===== src/rtl/dht11_pkg.sv =====
// rtl/dht11_pkg.sv - shared types and widths for the DHT11 frame checker
//
// Purpose: FSM state encoding and datapath widths used by the frame checker
// and its serial BCD converter.
// Contents:
//   BYTE_W     width of one sensor byte
//   BCD_W      width of a 3-digit BCD result
//   CONV_STEPS shift-add-3 steps per conversion (one per binary bit)
//   state_e    2-bit FSM state encoding
package dht11_pkg;

  localparam int BYTE_W     = 8;
  localparam int BCD_W      = 12;
  localparam int CONV_STEPS = 8;

  typedef enum logic [1:0] {
    ST_IDLE  = 2'd0,
    ST_CHECK = 2'd1,
    ST_CONV  = 2'd2,
    ST_DONE  = 2'd3
  } state_e;

endpackage


===== src/rtl/bin2bcd8.sv =====
// rtl/bin2bcd8.sv - serial 8-bit binary to 3-digit BCD converter
//
// Purpose: shift-add-3 converter advanced one step per cycle by the parent.
// Ports:
//   clk     in   system clock
//   rst     in   synchronous active-high reset
//   load    in   capture bin and clear the BCD accumulator
//   step    in   perform one shift-add-3 step (ignored while load is high)
//   bin     in   8-bit binary value to convert
//   result  out  12-bit BCD {hundreds,tens,units}; valid after 8 steps
module bin2bcd8
  import dht11_pkg::*;
(
  input  logic              clk,
  input  logic              rst,
  input  logic              load,
  input  logic              step,
  input  logic [BYTE_W-1:0] bin,
  output logic [BCD_W-1:0]  result
);

  logic [BYTE_W-1:0] bin_q, bin_d;
  logic [BCD_W-1:0]  bcd_q, bcd_d;
  logic [BCD_W-1:0]  adj;
  logic              unused_carry;

  always_comb begin
    // Nibbles >= 5 would reach >= 10 after the shift; +3 makes them carry.
    adj = bcd_q;
    for (int n = 0; n < 3; n++) begin
      if (bcd_q[4*n +: 4] >= 4'd5) begin
        adj[4*n +: 4] = bcd_q[4*n +: 4] + 4'd3;
      end
    end

    bin_d        = bin_q;
    bcd_d        = bcd_q;
    unused_carry = 1'b0;
    if (load) begin
      bin_d = bin;
      bcd_d = '0;
    end else if (step) begin
      // Hundreds digit never exceeds 2 for an 8-bit input, so the bit
      // shifted out of the top is always zero.
      {unused_carry, bcd_d} = {adj, bin_q[BYTE_W-1]};
      bin_d                 = {bin_q[BYTE_W-2:0], 1'b0};
    end
  end

  always_ff @(posedge clk) begin
    if (rst) begin
      bin_q <= '0;
      bcd_q <= '0;
    end else begin
      bin_q <= bin_d;
      bcd_q <= bcd_d;
    end
  end

  assign result = bcd_q;

endmodule


===== config.mk =====
export PLATFORM = sky130hd
export DESIGN_NAME = bin2bcd8
export DESIGN_NICKNAME = d
export VERILOG_FILES = /design/src/rtl/dht11_pkg.sv /design/src/rtl/bin2bcd8.sv
export SDC_FILE = /design/constraint.sdc
export NUM_CORES = 1
export LEC_CHECK = 0
export CAP_MARGIN = 20
export CORE_MARGIN = 3
export CORE_UTILIZATION = 50
export CTS_CLUSTER_DIAMETER = 200
export CTS_CLUSTER_SIZE = 20
export DETAILED_ROUTE_END_ITERATION = 7
export PLACE_DENSITY_LB_ADDON = 0.12
export REMOVE_ABC_BUFFERS = 1
export SYNTH_ARGS = -nofsm -noshare
export SYNTH_HDL_FRONTEND = slang
export SYNTH_SLANG_ARGS = --single-unit

===== constraint.sdc =====
create_clock -name clk -period 1.6 [get_ports clk]
set_input_delay 0.24 -clock clk [delete_from_list [all_inputs] [get_ports clk]]
set_output_delay 0.24 -clock clk [all_outputs]
set_load 0.05 [all_outputs]

Word-level counts from Yosys, hierarchy flattened
Cells that the tools add are included.
{ "word_totals": {"register_bits": 20, "in_bits": 12, "out_inout_bits": 12, "wordCells": 15} }
{ "op_classes": {"add_sub_neg": 3, "n_lt_le_gt_ge": 3, "n_mux": 5, "reduce_logical": 2} }
{ "op_table": {"columns": ["operator", "count"], "rows": [
  ["8-bit 2-to-1 mux", 2],
  ["4-bit by 3-bit greater-or-equal comparator with 1-bit output (second input constant)", 3],
  ["4-bit by 2-bit adder with 4-bit output (second input constant)", 2],
  ["4-bit 2-to-1 mux", 2],
  ["3-bit by 2-bit adder with 3-bit output (second input constant)", 1],
  ["3-bit 2-to-1 mux", 1],
  ["2-bit nonzero test", 1],
  ["2-bit OR reduction", 1]
]} }

Longest topological paths before layout
{ "depth": {"ltp_word": 2, "mapped_depth": 5, "depth_no_buf": 5} }

Least setup slack after synthesis
Ideal clock, no wire load.
{ "synth_path": {"path_type": "reg-to-reg", "from": "reg bcd_q[4], in the netlist result[4]", "to": "reg bcd_q[8], in the netlist result[8]", "setup_time_ps": 74, "arrival_time_ps": 1717, "required_ps": 1526, "path_slack_ps": -191, "stages_incl_launch_ff": 6, "path_buffers": 0, "synth_period_minus_slack_ps": 1791, "cell_sequence": "dfxtp_1 inv_1 ha_1 nor2b_1 or4_1 a31oi_1"} }
{ "synth_via": {"elab_chain_cells": 2, "elab_cells_between_ends": 3, "classes_between": "1 x add/sub; 1 x order compare; 1 x mux"} }
{ "synth_rtl": {"columns": ["element", "line_no", "text"], "rows": [
  ["start, declared", "bin2bcd8.sv:23", "logic [BCD_W-1:0] bcd_q, bcd_d;"],
  ["start signal, assigned", "bin2bcd8.sv:53", "bcd_q <= '0;"],
  ["start signal, assigned", "bin2bcd8.sv:56", "bcd_q <= bcd_d;"],
  ["4-bit by 2-bit adder with 4-bit output or 4-bit by 3-bit greater-or-equal comparator with 1-bit output (tied branches)", "bin2bcd8.sv:32, bin2bcd8.sv:31", null],
  ["4-bit 2-to-1 mux (*)", "bin2bcd8.sv:31", "if (bcd_q[4*n +: 4] >= 4'd5) begin"]
]} }
Mark *: on every way between the ends. The rest lies on a longest branch, timed or not.
A chain may end at the register's enable or synchronous reset.

Final worst setup path
{ "layout_path": {"from": "reg bcd_q[4], in the netlist result[4]", "to": "reg bcd_q[5], in the netlist result[5]"} }
The elaborated chain is that of the path after synthesis.

==> flow_metrics.tcl <==
set metrics [dict create \
    outcome "completed" \
    fmax_mhz 670 \
    fin_crit_ns 1.49 \
    power.total_mw 1.12 \
    synthCells 134 \
    syn_avg_cell_area_um2 8.75 \
    cts_resized 0 \
    drtAntennaViolNets 0 \
    antenna_found_initial 0 \
    wl_um 2610 \
    clock-skew-final_ns 0.00585 \
    numCtsBuffers 3 \
    detail_route.wl_per_cell_um 13.7 \
    setup_viol 0 \
    pre_cts_ws_ns -0.00910 \
    ys_seq_area_share_pct 34.2 \
    drtIter0Drc 12 \
    grt_pass1_wl_um 4440 \
    die_w_um 54.4 \
    die_h_um 54.4 \
    initial_core_util_pct 56.3 \
    tightest_slew_ns 0.346 \
    fillers 164 \
    io_pins 24 \
    vias_per_cell 5.69 \
    relSlewSlack_pct 76.9 \
    grt_overflow_total 0 \
    synth_edf_count 0 \
    critPathMaxFanout 5 \
    worst-endpoint-arrival_ns 1.71 \
    post-cts-setup-buffers 0 \
    clockRootBuffer "clkbuf_4" \
    cts_tree "done" \
    rows 16 \
    start_kind "register" \
    hold_violations 0 \
    cts_sinks 20 \
    slew_viol_final 0 \
    crit_required_ns 1.82 \
    multi_input_area_um2 688 \
    ys.flop_type "dfxtp_1" \
    path_class "register to register" \
    hpwl_um 1880 \
    grt_usage_pct 20.3 \
    regArea_um2 400 \
    grt_max_degree 38 \
    clock_path_buffers 2 \
    end_kind "register" \
    synthArstFlopShare_pct 0 \
    finalWorstSetupSlack_ns 0.108 \
    io_buffers 23 \
    h-tree-depth 1 \
    die-area_um2 2960 \
    clkTransAtPathRegs_ns 0.11 \
    vias 1081 \
    rsz0062_at_grt "false" \
    maxCapViolations 0 \
    drcViolationCount 0 \
    power_per_cell_area_nw_per_um2 722 \
    clk_latency_ns 0.30 \
    vdd_drop_max_v 0.000726 \
    core_um2 2080 \
    post_route_cells_drive_above_1_share_pct 23.3 \
    finalCritPeriodShare_pct 93.3 \
    synth_area_um2 1170 \
    ctsHoldBuffers 0 \
    fin_nets 182 \
    num_antenna_cells 0 \
    firstDrtPassIters 4 \
    hold_class "register to register" \
    yosys_warnings 0 \
    power_leakage_nw 0.591 \
    yosysUniqueCellTypes 34 \
    ys_ff_latch 20 \
    syn_to_final_growth_pct 32.7 \
    grt_pass1_vias 1049 \
    gp_congestion 0.850 \
]
-- placed cells by master, fill, tap and decap left out, drive strengths merged, types with 2 or more instances in the layout --
master and n:
inv 8, nand3 6, ha 6, mux2i 8
clkdlybuf4s50 11, dfxtp 20, a21oi 7, mux2 7
nand3b 3, nand2b 5, o21ai 7, clkbuf 3
or3b 2, buf 22, nor2 13, nand2 9
o211ai 4, or3 3, a2111o 4, a31oi 4
-- state kept, by name, summed over array words and instances (netlist names) --
signal and cells:
result 12, bin_q 8
-- critical path, cell delays in order, from the launching register on --
cell      delay (ns)
dfxtp_1         0.33
buf_4           0.14
ha_1            0.22
nand2b_1        0.17
a2111o_1        0.43
o211ai_1        0.12
-- through the flow --
step	area (um2)	hold WS [ns]	utilization, %	TNS [ns]	cells
2_1_floorplan	1120	0.312	-	-0.683	126
3_3_place_gp	1500	0.490	72.2	0	186
3_5_place_dp	1500	0.483	72.2	-0.00910	186
4_1_cts	1560	0.523	74.7	0	190
5_1_grt	1560	0.535	74.7	0	190
6_report	1560	0.518	74.7	0	190
-- path summary, 6_finish.rpt --
check | slack [ns] | to | cells after the start | startpoint
worst min-delay path | 0.52 | result[0]$_SDFFE_PP0P_ | 2 | bin_q[7]$_SDFFE_PP0P_
worst max register to register | 0.11 | result[5]$_SDFFE_PP0P_ | 5 | result[4]$_SDFFE_PP0P_
worst min register to register | 0.52 | result[0]$_SDFFE_PP0P_ | 2 | bin_q[7]$_SDFFE_PP0P_
worst max-delay path | 0.11 | result[5]$_SDFFE_PP0P_ | 5 | result[4]$_SDFFE_PP0P_
-- per-layer routing --
| layer | vias up | GRT usage [%] | share of wire [%] |
|---|---|---|---|
| met1 | 506 | 24.0 | 46 |
| met2 | 30 | 35.3 | 49 |
| met4 | 0 | 8.30 | 1.1 |
| met3 | 4 | 4.36 | 4.2 |
| li1 | 541 | - | - |
| met5 | - | 0 | 0 |
-- cell type report --
class | instances | share of cell area [%]
Inverter | 8 | 1.93
Clock inverter | 1 | 1.93
Tap cell | 27 | 2.17
Multi-Input combinational cell | 98 | 44.2
Sequential cell | 20 | 25.7
Clock buffer | 3 | 1.45
Timing Repair Buffer | 33 | 22.5
-- Yosys cell counts, types with 2 or more instances --
cell	count	area, um2
nand3b_1	3	22.5
nor2_1	13	48.8
a2111o_1	4	45.0
or3_2	2	15.0
ha_1	6	75.1
dfxtp_1	20	400
mux2i_1	8	80.1
nand2b_1	5	31.3
a21oi_1	7	35.0
buf_6	2	22.5
o211ai_1	4	30.0
a31oi_1	4	25.0
inv_1	8	30.0
buf_2	4	20.0
nand3_1	6	30.0
o21ai_0	6	30.0
mux2_2	7	78.8
nand2_1	9	33.8
-- logic make-up after synthesis --
family / after synthesis / share of synthesized area [%]
AO/OA/AOI/OAI: 30 / 17.4
adder cells (fa/ha/maj): 6 / 6.40
buffers and inverters: 16 / 7.15
flip-flops: 20 / 34.2
multiplexers: 15 / 13.6
AND/OR/NAND/NOR: 47 / 21.3
-- where the power goes --
group          internal [mW]  switching, mW  total [mW]
registers              0.515         0.0114       0.526
clock network          0.253          0.164       0.418
logic                 0.0920         0.0867       0.179
Power figures use the tool's default switching activity.
